**src/rtl/bvashr_chk_pkg.sv**
```systemverilog
// Shared types and helpers for the bvashr witness checker.
// Optional mismatch counter build switch: BVASHR_CHK_MISMATCH_CNT_EN.
package bvashr_chk_pkg;

    typedef enum logic [1:0] {
        IDLE  = 2'd0,
        SHIFT = 2'd1,
        DONE  = 2'd2
    } state_e;

    localparam int MISMATCH_CW = 16;

    // Shifting more than w places cannot change an arithmetic result further.
    function automatic int unsigned shamt_cap(
        input logic [31:0] s,
        input int unsigned w
    );
        return (s >= 32'(w)) ? w : int'(s);
    endfunction

endpackage

```
**src/rtl/bvashr_serial_shifter.sv**
```systemverilog
// Serial arithmetic right shifter: one bit position per step.
// Holds the working result and the remaining shift count.
module bvashr_serial_shifter
    import bvashr_chk_pkg::*;
#(
    parameter int W  = 4,
    parameter int CW = $clog2(W + 1)
) (
    input  logic          clk,
    input  logic          rst,
    input  logic          load,
    input  logic          step,
    input  logic [W-1:0]  x,
    input  logic [CW-1:0] n,
    output logic [W-1:0]  res,
    output logic          last
);

    logic [W-1:0]  res_q, res_d;
    logic [CW-1:0] cnt_q, cnt_d;

    always_comb begin
        res_d = res_q;
        cnt_d = cnt_q;
        if (load) begin
            res_d = x;
            cnt_d = n;
        end else if (step && (cnt_q != '0)) begin
            res_d = {res_q[W-1], res_q[W-1:1]};
            cnt_d = cnt_q - CW'(1);
        end
    end

    always_ff @(posedge clk) begin
        if (rst) begin
            res_q <= '0;
            cnt_q <= '0;
        end else begin
            res_q <= res_d;
            cnt_q <= cnt_d;
        end
    end

    assign res  = res_q;
    assign last = (cnt_q == CW'(1));

endmodule

```
**config.mk**
```make
export PLATFORM = sky130hd
export DESIGN_NAME = bvashr_serial_shifter
export DESIGN_NICKNAME = d
export VERILOG_FILES = /design/src/rtl/bvashr_chk_pkg.sv /design/src/rtl/bvashr_serial_shifter.sv
export SDC_FILE = /design/constraint.sdc
export NUM_CORES = 1
export LEC_CHECK = 0
export BUFFER_PORTS_ARGS = -buffer_cell sky130_fd_sc_hd__buf_2
export CAP_MARGIN = 20
export CORE_AREA = 2 2 39 41
export CTS_CLUSTER_SIZE = 8
export DETAILED_ROUTE_END_ITERATION = 8
export DIE_AREA = 0 0 41 43
export SETUP_SLACK_MARGIN = 0.2
export SLEW_MARGIN = 20
export SYNTH_ARGS = -nofsm -noshare
export SYNTH_HDL_FRONTEND = slang
export SYNTH_SLANG_ARGS = --single-unit
```
**constraint.sdc**
```tcl
create_clock -name clk -period 1.5 [get_ports clk]
set_input_delay 0.3 -clock clk [delete_from_list [all_inputs] [get_ports clk]]
set_output_delay 0.3 -clock clk [all_outputs]
set_load 0.02 [all_outputs]
```
# ---- Word-level counts from Yosys, hierarchy flattened
# Cells that the tools add are included.
dict set report op_classes {
  add_sub_neg 1
  n_mux 4
  n_reduce_logical 3
  n_eq_ne 1
}
# cell count
set op_table {}
lappend op_table {{3-bit 2-to-1 mux} 3}
lappend op_table {{4-bit 2-to-1 mux} 1}
lappend op_table {{3-bit by 1-bit == test with 1-bit output, second input constant} 1}
lappend op_table {{3-bit nonzero test} 1}
lappend op_table {{3-bit by 1-bit subtractor with 3-bit output, second input constant} 1}
lappend op_table {{2-bit nonzero test} 1}
lappend op_table {{1-bit logical AND} 1}
dict set report word_totals {
  word_cells 12
  out_inout_bits 5
  regBits 7
  in_bits 11
}

# ---- Depth between registers and ports, before layout
dict set report depth {
  word_depth 4
  mapped_depth 5
  ltp_nobuf 5
}

# ---- Worst setup path after synthesis
# OpenSTA, ideal clock, no wires.
dict set report synth_timing {
  kind {reg2reg}
  from {reg cnt_q[0]}
  to {reg cnt_q[0]}
  setup_time_ns 0.122
  n_path_buf 0
  slack_ns 0.296
  t_arrival_ns 1.082
  period_less_slack_ns 1.204
  t_required_ns 1.378
  stages_incl_launch_ff 6
  cell_sequence {dfxtp_1 inv_1 ha_1 nand2b_2 a21oi_1 o31a_2}
}
dict set report synth_between {
  elab_chain_cells 3
  elab_cells_between_ends 6
  cone_classes {add/sub: 1; mux: 2; reduce/logical: 3}
}
# item line
set synth_rtl {}
lappend synth_rtl {{start, declared} bvashr_serial_shifter.sv:20} ;# logic [CW-1:0] cnt_q, cnt_d;
lappend synth_rtl {{start signal, assigned} bvashr_serial_shifter.sv:40} ;# cnt_q <= cnt_d;
lappend synth_rtl {{3-bit by 1-bit subtractor with 3-bit output / 3-bit nonzero test (equally long branches)} {bvashr_serial_shifter.sv:30, bvashr_serial_shifter.sv:28}}
lappend synth_rtl {{3-bit 2-to-1 mux / 1-bit logical AND (equally long branches)} bvashr_serial_shifter.sv:28} ;# end else if (step && (cnt_q != '0)) begin
lappend synth_rtl {{3-bit 2-to-1 mux / 2-bit nonzero test (equally long branches)} n/a}
# Parallel ways exist; a longest one is shown, timed or not. The select of a mux whose other input is x is not followed.
# A chain may end at the register's enable or synchronous reset.

# ---- Worst setup path after layout
dict set report layout_timing {
  from {reg cnt_q[1]}
  to {out last}
}
dict set report layout_between {
  elab_chain_cells 1
}
# item line
set layout_rtl {}
lappend layout_rtl {{3-bit by 1-bit == test with 1-bit output} bvashr_serial_shifter.sv:45} ;# assign last = (cnt_q == CW'(1));
lappend layout_rtl {{end, declared} bvashr_serial_shifter.sv:16} ;# output logic last
# Every way passes these cells.

==> run metrics <==
CTS hold repair buffers=0; gate count after technology mapping=50; count of endpoints failing hold in the final timing report=0; crit path launch=cnt_q[1]$_SDFFE_PP0P_; count of inserted antenna diode cells=0; static leakage=0.256 nW; wire length per cell=11.9 um; max-slew headroom at the worst pin=79.4%; Final Net Count=82; antenna violations before repair=0; met2 track demand over resource=19.4%; total chip power=0.552 mW; vias per cell=4.87; Die ar.=0.00176 sq mm; critical hold path startpoint=x[3]; GR Util All Layers=13.8%; FP Rows=14; Root Buffer=clkbuf_4; fin crit period=1330 ps; Vert. Die Dim=43 um; final number of setup-violating endpoints=0; number of buffers between clock root and the deepest sink=2; status=finished clean; number of nets produced by synthesis=64; global-route wire length before repair=1590 um; number of clock sinks=7; CTS tree=built; crit path capture type=output port; Worst Path Class, Setup=reg -> out; Clock Latency Late Sink=260 ps; total placed instance area=510 sq um; Mapped Avg Cell Area=8.73 sq um; PortBufs=15; met3 usage in global routing=6.28%; accumulated negative setup slack=0 ps; Detailed Routing Iterations Pass 1=4; period utilization=88.8%; initial standard-cell utilization of the core=31.6%; number of distinct library cells after synthesis=25; number of CTS-inserted buffers=3; RSZ-0062 raised after global routing=yes; I/O pin cnt=16; count of yosys warnings during synthesis=0; sequential area share after synthesis=32.1%; horizontal extent of the die=41 um; number of design rule violations left after detail routing=0; slew of the pin with the lowest slew margin=307 ps; via count of the first global-routing pass=381; class of the most critical hold timing path=in -> reg; Post-Route Skew=8.38 ps; maximum number of pins on one net before global-route repair=12; power density over cell area=927 mW/mm^2; leading cell types in the layout, fill and taps excluded=14 x buf_2, 8 x nor2_1, 5 x dfxtp_1; Starting DRT DRC Count=2; Cell Area, Synth=437 sq um; post-detailed-placement half-perimeter wirelength=739 um; Worst EP required=1200 ps; startpoint kind of the worst setup timing path=register; maximum frequency from static timing analysis=751 MHz; count of max-cap constraint violations=0; routed via count=404; layer with the highest usage=met2; clock slew at the register clock pins of the worst setup and hold paths=60 ps; launch instance of the worst register-to-register path=cnt_q[0]$_SDFFE_PP0P_; area of the core=0.00138 sq mm; fraction of layout cells with a size suffix above 1=52.2%; Antenna Nets Post-Route=0; most frequent standard cell in the layout excluding fill and tap cells=buf_2; Max IR drop VDD=0.469 mV; final weighted congestion in routability-driven placement=0.794; sum of routed wire length over all layers=990 um; P&R area growth vs syn=36.4%; Worst Path Max Fanout=3; synthesis-stage register bit count=7; data arrival time of the critical path=1030 ps; H-tree depth=1; final instance area=596 sq um; final count of pins violating max slew=0; met1 track demand over resource=16.4%; total congestion overflow=0
[sequential cells by signal, summed over array words and instances (netlist names)]
signal	flops
cnt_q	3
res	4
[final cells by class]
cell class	count	area, sq um
repair buffers	16	88.8
multi-input cells	35	295
fillers	151	788
inverters	5	21.3
flip-flops and latches	7	143
clock inverters	1	5.00
clock buffers	3	22.5
well taps	16	20.0
[routing by layer]
metal	up-vias	part of all wire [%]
met2	13	47
met1	180	42
met4	0	2.5
met5	-	0
li1	207	-
met3	4	8.7
[metrics by stage]
stage	cells	setup WS [ps]	hold WS [ps]	util, %
4_1_cts	83	142	266	41.1
2_1_floorplan	50	296	447	-
6_report	83	168	270	43.0
3_5_place_dp	78	192	508	36.9
5_1_grt	83	140	282	43.0
3_3_place_gp	78	224	506	36.9
[kinds of logic (layout without fill, tap and decap cells)]
group | count (synthesis) | in the layout | synth area share, %
buf+inv | 8 | 25 | 9.17
flops | 7 | 7 | 32.1
compound gates | 12 | 12 | 25.2
simple gates | 19 | 19 | 22.6
mux | 1 | 1 | 2.29
fa+ha+maj | 3 | 3 | 8.60
[critical path, cell delays in order (launching register included)]
cell and delay, ps:
dfxtp_2 340, inv_4 50, ha_4 150, nor2b_4 120, buf_6 130
[cells in the mapped netlist]
cell type  count  area share, %
a2111oi_2      2            6.9
and2b_1        1            1.7
nand3_1        2            2.3
a21oi_1        2            2.3
buf_6          1            2.6
nor2b_1        1            1.4
nor3_1         3            3.4
inv_1          5            4.3
nand2_1        1           0.86
dfxtp_1        7             32
a311oi_1       2            4.0
o221ai_2       1            3.4
o21ai_0        1            1.1
mux2i_1        1            2.3
buf_2          1            1.1
nand2b_2       1            2.0
a21boi_1       1            1.7
nor2_2         1            1.4
or3_4          1            2.6
a211oi_1       1            1.7
clkbuf_2       1            1.1
a21boi_0       1            1.7
nor2_1         8            6.9
ha_1           3            8.6
o31a_2         1            2.3
[where the power goes]
group | internal [mW] | switching, mW | total, mW
Sequential | 0.203 | 0.0135 | 0.217
Combinational | 0.0720 | 0.0867 | 0.159
Clock | 0.0979 | 0.0788 | 0.177
[worst paths after layout]
path                            cells past startpoint             endpoint  slack (ps)
worst max-delay path                                4                 last         170
worst min-delay path                                3  res[3]$_SDFFE_PP0P_         270
worst max register to register                      5  res[2]$_SDFFE_PP0P_         260
worst min register to register                      2  res[2]$_SDFFE_PP0P_         510
[what timing repair did]
item                                    4_1_cts  5_1_grt
buffers inserted                              1        0
endpoints found under the setup margin        5        7
pin swaps                                     0        2
resized for setup                             8        6
Power figures use the tool's default switching activity.
